==> config.mk <==
export PLATFORM = sky130hd
export DESIGN_NAME = fifo_rd_stream
export DESIGN_NICKNAME = d
export VERILOG_FILES = /design/src/rtl/fifo_rd_stream.sv
export SDC_FILE = /design/constraint.sdc
export NUM_CORES = 1
export LEC_CHECK = 0
export CAP_MARGIN = 20
export CORE_MARGIN = 5
export CORE_UTILIZATION = 35
export DETAILED_ROUTE_END_ITERATION = 6
export MAX_ROUTING_LAYER = met4
export PLACE_DENSITY_LB_ADDON = 0.12
export SYNTH_ARGS = -nofsm -noshare
export SYNTH_HDL_FRONTEND = slang
export SYNTH_SLANG_ARGS = --single-unit
==> constraint.sdc <==
create_clock -name clk -period 1.9 [get_ports clk]
set_input_delay 0.285 -clock clk [delete_from_list [all_inputs] [get_ports clk]]
set_output_delay 0.285 -clock clk [all_outputs]
set_load 0.03 [all_outputs]
==> src/rtl/fifo_rd_stream.sv <==
// Drain stage for the synchronous FIFO: credit-based read issue, 2-entry output
// buffer absorbing the FIFO read latency, valid/ready output, counter and sticky error.
module fifo_rd_stream #(
    parameter int FIFO_WIDTH = 16,
    parameter int CNT_WIDTH  = 16
) (
    input  logic                  clk,
    input  logic                  rst,
    input  logic                  enable,
    input  logic                  clr,
    input  logic [FIFO_WIDTH-1:0] fifo_data_out,
    input  logic                  fifo_empty,
    input  logic                  fifo_underflow,
    output logic                  fifo_rd_en,
    output logic [FIFO_WIDTH-1:0] m_data,
    output logic                  m_valid,
    input  logic                  m_ready,
    output logic                  busy,
    output logic [CNT_WIDTH-1:0]  word_cnt,
    output logic                  underflow_err
);

    typedef enum logic [1:0] {
        IDLE,
        RUN,
        DRAIN
    } state_t;

    state_t                state, state_nxt;
    logic [1:0]            occ, occ_nxt;
    logic                  inflight;
    logic [FIFO_WIDTH-1:0] buf1, head_nxt, buf1_nxt;
    logic                  pop, push, credit;

    assign pop     = m_valid & m_ready;
    assign push    = inflight & ~fifo_underflow;
    assign m_valid = (occ != 2'd0);
    assign busy    = (state != IDLE);

    // occ + inflight - pop < 2, rearranged so the sum never goes negative
    assign credit     = ({1'b0, occ} + {2'b00, inflight}) < (3'd2 + {2'b00, pop});
    assign fifo_rd_en = ~rst & (state == RUN) & ~fifo_empty & credit;

    always_comb begin
        state_nxt = state;
        case (state)
            IDLE:    if (enable) state_nxt = RUN;
            RUN:     if (!enable) state_nxt = DRAIN;
            DRAIN: begin
                if (enable)
                    state_nxt = RUN;
                else if (occ == 2'd0 && !inflight)
                    state_nxt = IDLE;
            end
            default: state_nxt = IDLE;
        endcase
    end

    // m_data is the buffer head; buf1 is the second slot
    always_comb begin
        head_nxt = m_data;
        buf1_nxt = buf1;
        occ_nxt  = occ;
        case (occ)
            2'd0: begin
                if (push) begin
                    head_nxt = fifo_data_out;
                    occ_nxt  = 2'd1;
                end
            end
            2'd1: begin
                if (push && pop) begin
                    head_nxt = fifo_data_out;
                end else if (push) begin
                    buf1_nxt = fifo_data_out;
                    occ_nxt  = 2'd2;
                end else if (pop) begin
                    occ_nxt = 2'd0;
                end
            end
            default: begin
                if (pop) begin
                    head_nxt = buf1;
                    if (push)
                        buf1_nxt = fifo_data_out;
                    else
                        occ_nxt = 2'd1;
                end
            end
        endcase
    end

    always_ff @(posedge clk or posedge rst) begin
        if (rst) begin
            state         <= IDLE;
            occ           <= 2'd0;
            inflight      <= 1'b0;
            m_data        <= '0;
            buf1          <= '0;
            word_cnt      <= '0;
            underflow_err <= 1'b0;
        end else begin
            state    <= state_nxt;
            occ      <= occ_nxt;
            inflight <= fifo_rd_en;
            m_data   <= head_nxt;
            buf1     <= buf1_nxt;
            if (clr) begin
                word_cnt      <= '0;
                underflow_err <= 1'b0;
            end else begin
                if (pop && word_cnt != '1)
                    word_cnt <= word_cnt + 1'b1;
                if (inflight && fifo_underflow)
                    underflow_err <= 1'b1;
            end
        end
    end

    a_no_overrun: assert property (@(posedge clk) disable iff (rst)
        !(occ == 2'd2 && push && !pop));
    a_occ_range: assert property (@(posedge clk) disable iff (rst)
        occ != 2'd3);

endmodule

# ---- After elaboration in Yosys (flattened, before gate mapping)
# Cells that the tools add are included.
dict set report op_classes {
  add_sub_neg 3
  order_cmp 1
  n_eq_ne 12
  muxes 24
  bitwise_logic 9
  reduce_logical 17
}
# cell count
set ops {}
lappend ops {{$mux 16} 8}
lappend ops {{$pmux 16 s2} 2}
lappend ops {{$mux 2} 10}
lappend ops {{$add 16x1->16 const B} 1}
lappend ops {{$ne 16x16->1 const B} 1}
lappend ops {{$ne 2x2->1 const B} 5}
lappend ops {{$reduce_bool 2->1} 5}
lappend ops {{$reduce_and 3->1} 3}
lappend ops {{$ne 3x3->1 const B} 2}
lappend ops {{$pmux 2 s3} 1}
lappend ops {{$and 1x1->1} 5}
lappend ops {{$reduce_and 5->1} 1}
lappend ops {{$eq 2x1->1 const B} 2}
lappend ops {{$logic_and 1x1->1} 4}
lappend ops {{$logic_not 2->1} 2}
lappend ops {{$not 1->1} 4}
lappend ops {{$pmux 2 s2} 1}
lappend ops {{$add 2x1->3} 1}
lappend ops {{$add 2x1->3 const A} 1}
lappend ops {{$lt 3x3->1} 1}
lappend ops {{$ne 3x1->1 const B} 1}
lappend ops {{$reduce_bool 3->1} 1}
lappend ops {{$eq 2x2->1 const B} 1}
lappend ops {{$mux 1} 2}
lappend ops {{$logic_not 1->1} 1}
dict set report word_totals {
  reg_bits 54
  in_bits 23
  out_inout_bits 36
  elab_cells 73
}

# ---- Longest topological paths before layout
# Gate-level depths: netlist (run 1).
dict set report logic_depth {
  depth_word 6
  mapped_depth 6
  mapped_depth_nobuf 5
}

# ---- Worst setup path before layout (run 1)
# OpenSTA, ideal clock, no wires.
dict set report synth_path {
  kind {register -> register}
  start {reg word_cnt[3]}
  end {reg word_cnt[13]}
  setup_ns 0.077
  arrival_ns 1.884
  required_time_ns 1.823
  setup_slack_ns -0.062
  stages_incl_launch_ff 5
  n_path_buf 0
  synth_period_minus_slack_ns 1.962
  cell_sequence {dfrtp_1 > nand4_2 > or4_4 > or4_1 > a21oi_1}
}
dict set report synth_between {
  elab_chain_len 3
  elab_cells_between_ends 6
  cone_classes {add/sub (1); eq/ne (1); mux (2); reduce/logical (2)}
}
# item line_no
set synth_lines {}
lappend synth_lines {{from (decl)} 19} ;# output logic [CNT_WIDTH-1:0] word_cnt,
lappend synth_lines {{from (signal assigned)} 113} ;# word_cnt <= word_cnt + 1'b1;
lappend synth_lines {{$add 16x1->16 or $ne 16x16->1 (tied branches)} {113, 112}}
lappend synth_lines {{$mux 16 or $logic_and 1x1->1 (tied branches)} 112} ;# if (pop && word_cnt != '1)
lappend synth_lines {{$mux 16 or $reduce_bool 2->1 (tied branches)} n/a}
# Parallel ways exist; a longest one is shown, timed or not. The select of a mux whose other input is x is not followed.
# A chain may end at the register's enable or synchronous reset.

# ---- Final worst setup path (run 1)
dict set report layout_path {
  start {reg occ[0]}
  end {reg word_cnt[13]}
}
dict set report layout_between {
  elab_chain_len 4
}
# item line_no
set layout_lines {}
lappend layout_lines {{from (decl)} 30} ;# logic [1:0] occ, occ_nxt;
lappend layout_lines {{from (signal assigned)} 104} ;# occ <= occ_nxt;
lappend layout_lines {{$reduce_bool 2->1} 37} ;# assign m_valid = (occ != 2'd0);
lappend layout_lines {{$and 1x1->1} 35} ;# assign pop = m_valid & m_ready;
lappend layout_lines {{$logic_and 1x1->1} 112}
lappend layout_lines {{$reduce_bool 2->1 (no line)} n/a}
# Every way passes these cells.

==> reports/metrics.cfg, run 1 <==
[sta]
slew_viol_final=0
min_period_ns=1.896
fmax_ghz=0.5274
skew_ns=0.006404
setup_ws_ns=0.003921
min_period_over_period_pct=99.79
finalHoldViolations=0
relSlewSlack_pct=73.49
rsz0062_at_grt=yes
tightest_slew_ns=0.3971
setup-violations-final=0

[clock_tree]
htree_levels=2
worstSkewPairLatency_ns=0.31
clock-root-buffer=clkbuf_8
cts.clk_slew.worst_paths_ns=0.10
max-clock-path-buffers=2
cts_tree=yes
cts_buffers=5
clock-sinks=54

[logic_synthesis]
synth_seq_area_share_pct=52.38
ys_types=40
synth_edf_count=0
yosys_most_used_dff=dfrtp_1
synth-xor-area-share_pct=0
syn_area_per_cell_um2=10.93
synth_cells=236
syn_area_um2=2580
synthAdderAreaFrac_pct=1.455
synth.area.mux_share_pct=13.97
synth_top_family_by_area=simple AND/OR/NAND/NOR gates
synth-compound-area-share_pct=13.87
async_flop_share_pct=100.0
ys_warn_count=0
ys_ff_latch=54
synthSimpleGateAreaFrac_pct=15.13
syn_nets=262

[critical_path]
cp.required_ns=2.14
startpoint=occ[0]
worstSetupStartpointType=flop
criticalPathCategory=reg -> reg
arrival_ns=2.14
r2r_end=word_cnt[13]
worstPathMaxFanout=5
reg2reg_slack_ns=0.004
ff2ff_path_depth=6
critPathCaptureType=flop
r2r-start=occ[0]
crit_path_end=word_cnt[13]

[power_and_ir_drop]
p_leak_uw=0.001531
powerDensity_nw_per_um2=747.1
internal_power_uw=1914
ir_worst_vdd_mv=0.3067
clkPwrFrac_pct=25.1
comb_power_share_pct=25.7
p_seq_share_pct=49.2
p_sw_share_pct=30.99
power_uw=2774
p_sw_uw=859.5

[final_layout]
syn2layout_area_growth_pct=43.89
fin_cells=427
num-nets-final=353
drive_gt1_share_pct=26.52
diodes=0

[global_routing]
grt_antenna_before_repair=0
grt_use_total_pct=14.13
grt-ovfl-total=0
grt_first_pass_wirelength_um=9929
grt_max_degree=33
grt_pass1_vias=2096

[route]
vias_per_cell=4.963
wire_per_inst_um=14.14
via_count=2119
drtIter0Drc=62
wirelength_um=6037
drcViolationCount=0
first_pass_iters=4
antenna_left=0

[floorplanning]
initial_utilization_pct=35.76
coreArea_um2=7214
die_h_um=95.86
die-area_um2=9188
ioPinCount=59
die_w_um=95.86
rows=31

[run_status]
status=finished, final reports clean

[placed_design]
dp.final_hpwl_um=4249
place.gp.congestion=0.7582
dp.cells=414
port_buffers=58
pre_cts_slack_ns=-0.1906

[worst_hold_path]
hp-class=in -> async

[flow_run]
cap_viol_max_count=0

flip-flops by register name, indices dropped and copies added, names as in the netlist:
name           flops
inflight           1
occ                2
state              2
underflow_err      1
buf1              16
word_cnt          16
m_data            16
area by class of cell:
class | instances | area [um2]
fill | 702 | 3502
sequential | 54 | 1359
multi-input combinational | 165 | 1206
timing repair buffer | 94 | 898.4
tap | 99 | 123.9
clock buffer | 6 | 82.58
inverter | 7 | 26.28
clock inverter | 2 | 16.27
timing repair:
action,in CTS,in global routing
gates resized for setup,6,10
endpoints found under the setup margin,2,3
setup buffers,4,1
hold buffers,0,0
pin swaps,3,3
routing by layer:
layer | track usage (%) | up-vias | wire, um
li1 | - | 1056 | -
met1 | 19.10 | 1015 | 2883
met2 | 21.08 | 44 | 2769
met3 | 3.518 | 4 | 329
met4 | 4.028 | 0 | 54
met5 | - | - | 0
cells in the final DEF, fill, tap and decap left out, types with 2 or more instances in the layout:
master and count:
clkdlybuf4s50_1 55, dfrtp_1 48, buf_4 33, o21ai_0 23, nand2_1 21, mux2i_1 18
a21oi_1 18, mux2_2 16, o31ai_1 8, or4_1 6, clkbuf_8 6, dfrtp_2 6
nand3_1 5, or3_1 5, inv_1 5, nand2b_1 4, buf_12 4, nor2b_1 3
nor4_1 3, nor2_1 3, nor3_1 3, inv_2 2, nand4_1 2, and2_1 2
or4_4 2, ha_4 2
metrics by stage:
stage | area [um2] | hold slack, ns | util (%) | TNS, ns
floorplan | 2585 | 0.3481 | - | 0
global placement | 3517 | 0.4603 | 48.75 | -3.128
detailed placement | 3517 | 0.4693 | 48.75 | -3.652
CTS | 3656 | 0.3122 | 50.68 | -0.02508
global route | 3712 | 0.3310 | 51.46 | -0.1154
finish | 3712 | 0.3094 | 51.46 | 0
logic make-up (layout without fill, tap and decap cells):
logic type | Yosys count | in the layout
and+or+nand+nor | 69 | 69
muxes | 34 | 34
DFF | 54 | 54
buffers and inverters | 17 | 109
AOI/OAI and AO/OA | 59 | 59
adders and majority gates | 3 | 3
power by group through the flow:
stage | logic, uW | clock network (uW) | registers (uW)
detailed placement | 710 | 0 | 1390
global route | 771 | 776 | 1390
finish | 712 | 697 | 1360
floorplan | 167 | 0 | 1590
CTS | 719 | 727 | 1370
global placement | 704 | 0 | 1390
how the worst min path moves through the flow:
stage	start	to
after floorplan	enable	state[1]
after global placement	m_data[11]	m_data[11]
after detailed placement	m_data[9]	m_data[9]
after CTS	rst	underflow_err
after global routing	rst	state[0]
final	rst	word_cnt[7]
Yosys cell counts (all sizes together), types with 2 or more instances:
master	number	area share [%]
a21oi	19	3.7
and2	2	0.48
buf	5	1.4
clkbuf	5	0.78
dfrtp	54	52
ha	3	1.5
inv	7	1.0
mux2	16	7.0
mux2i	18	7.0
nand2	21	3.1
nand2b	4	0.97
nand3	6	1.4
nand4	3	0.97
nor2	5	0.73
nor2b	3	0.73
nor3	3	0.58
nor4	4	0.97
o21ai	23	4.5
o31ai	9	2.6
or3	5	1.2
or4	9	2.8
worst max-delay path, stage by stage (launching register included):
cell and delay (ns):
dfrtp_2 0.41, buf_4 0.14, buf_4 0.14, o2111ai_4 0.12
or4_4 0.46, or4_4 0.43, a21oi_2 0.14
No activity file was read; power rests on OpenSTA's default activity.
==> run 2, diff against run 1 <==
--- a/config.mk
+++ b/config.mk
@@ -5,6 +5,7 @@
 export SDC_FILE = /design/constraint.sdc
 export NUM_CORES = 1
 export LEC_CHECK = 0
+export ABC_AREA = 1
 export CAP_MARGIN = 20
 export CORE_MARGIN = 5
 export CORE_UTILIZATION = 35
==> run 2 against run 1 <==
  * Synthesized cell count grew 46%
  * Sequential power grew 8%
  * Register-to-register slack gained 0.28 ns
  * Critical path type is now reg -> out
==> reports/metrics.cfg, run 2 <==
[power_and_ir_drop]
p_leak_uw=0.001639
power_uw=3123
powerDensity_nw_per_um2=869.4
ir_worst_vdd_mv=0.4721

[sta]
min_period_ns=1.864
finalSetupTns_ns=0
skew_ns=0.007972
min_period_over_period_pct=98.13
fmax_ghz=0.5364
tightest_slew_ns=0.6927
holdWs_ns=0.5022
slew_viol_final=0
relSlewSlack_pct=53.82
setup_ws_ns=0.03562
setup-violations-final=0
rsz0062_at_grt=yes
finalHoldViolations=0

[final_layout]
num-nets-final=435
final_common_cell=nand2_1
post-route-util_pct=46.97
drive_gt1_share_pct=10.00
nFillCells=750
diodes=0
syn2layout_area_growth_pct=32.18
layout_common_cells=nand2_1, clkdlybuf4s50_1, dfrtp_1
largest_registers=buf1 x16, m_data x16, word_cnt x16

[logic_synthesis]
syn_area_um2=2718
synth_commonest_cells=nand2_1, dfrtp_1, nor2_1
synth_top_area_cell=dfrtp_1
yosysTopAreaCellShare_pct=49.72
yosysMostFrequentCell=nand2_1
synth_edf_count=0
ys_types=30
syn_nets=371
yosys_most_used_dff=dfrtp_1
async_flop_share_pct=100.0
synth_cells=345
ys_warn_count=0
synth_seq_area_share_pct=49.72
syn_area_per_cell_um2=7.877
ys_ff_latch=54
synthTopCellsByArea=dfrtp_1, nand2_1, nor2_1, inv_1, a31oi_1

[floorplanning]
die_h_um=98.12
die-area_um2=9627
coreArea_um2=7647
ioPinCount=59
rows=32
initial_utilization_pct=35.54
die_w_um=98.12

[clock_tree]
worstSkewPairLatency_ns=0.31
cts_tree=yes
max-clock-path-buffers=2
clock-root-buffer=clkbuf_8
cts_buffers=5
cts.clk_slew.worst_paths_ns=0.10
htree_levels=2
clock-sinks=54
hold_buffers=0

[global_routing]
grt_use_total_pct=13.99
grt_first_pass_wirelength_um=10830
grt_max_degree=55
grt-ovfl-total=0
grt_antenna_before_repair=0
grt_pass1_vias=2291

[critical_path]
critPathCaptureType=primary output
reg2reg_slack_ns=0.28
slowest_stage=dfrtp_1
r2r-start=word_cnt[0]
slowest_delay_ns=0.40
r2r_end=word_cnt[15]
arrival_ns=1.58
worstPathCellList=ha_2 > ha_4 > o21ai_2 > inv_2 > nor4_4 > buf_4
cp.required_ns=1.62
criticalPathCategory=reg -> out
worstSetupStartpointType=flop
ff2ff_path_depth=8
worstPathMaxFanout=2

[route]
vias_per_cell=4.609
antenna_left=0
drcViolationCount=0
first_pass_iters=4
drtIter0Drc=44
wirelength_um=6263
wire_per_inst_um=12.23
via_count=2360

[worst_hold_path]
holdPathStages=2
hp-class=reg -> reg
hold_end=buf1[5]
hold_start=buf1[5]

[run_status]
status=finished, final reports clean

[placed_design]
place.gp.congestion=0.7680
dp.final_hpwl_um=4460
pre_cts_slack_ns=0.003244
port_buffers=58

[flow_run]
cap_viol_max_count=0

[run 2: cell count changes after synthesis, sizes merged, moves of 10 or more]
cell,delta
nand2,+92
a31oi,+16
mux2i,-18
mux2,-16
nand3,+10
inv,+33
nor2,+38
a21oi,-14
[run 2: layout make-up]
class	count	area, um2	share of cell area [%]
inverter	40	156.4	4.354
clock buffer	5	68.82	1.916
multi-input combinational	238	1176	32.74
timing repair buffer	70	690.7	19.23
sequential	54	1351	37.62
clock inverter	3	21.27	0.5921
tap	102	127.6	3.553
[run 2: worst max-delay path by stage]
stage / startpoint / end
after global routing: inflight / fifo_rd_en
after floorplan: rst / fifo_rd_en
after detailed placement: word_cnt[0] / word_cnt[15]
after global placement: word_cnt[0] / word_cnt[14]
final: occ[0] / fifo_rd_en
after CTS: occ[0] / fifo_rd_en
[run 2: critical path, delay by kind of cell, from the launching register on]
| kind | cells | cell delay, ns |
|---|---|---|
| DFF | 1 | 0.40 |
| buffers and inverters | 2 | 0.25 |
| adders and majority gates | 2 | 0.41 |
| AOI/OAI and AO/OA | 1 | 0.06 |
| and+or+nand+nor | 1 | 0.14 |
[run 2: layer usage]
metal,vias up,routed length [um],GRT usage (%)
met5,-,0,-
met4,0,108,3.727
met3,9,240,2.786
met2,50,3070,23.30
met1,1077,2843,17.38
li1,1224,-,-
[run 2: metrics by stage]
step                      area, um2  cells
final                          3592    512
after global routing           3592    512
after floorplan                2736    345
after detailed placement       3463    502
after CTS                      3585    511
after global placement         3463    502
[run 2: kinds of logic (layout without fill, tap and decap cells)]
kind of cell	Yosys count	count (layout)	share of synthesized area, %
AO/OA/AOI/OAI	45	45	10.27
AND/OR/NAND/NOR	185	185	28.59
adder cells (fa/ha/maj)	3	3	1.381
flip-flops	54	54	49.72
XOR/XNOR	5	5	1.611
buffers and inverters	53	118	8.425
[run 2: timing repair]
item / 4_1_cts / 5_1_grt
cloned: 0 / 0
gates resized for setup: 7 / 0
setup endpoints to repair: 2 / 1
buffers inserted: 1 / 1
[run 2: power by group]
part | internal, uW | switching [uW] | leakage, uW
clock | 260 | 389 | 0.0000441
combinational | 430 | 571 | 0.000907
sequential | 1360 | 113 | 0.000687
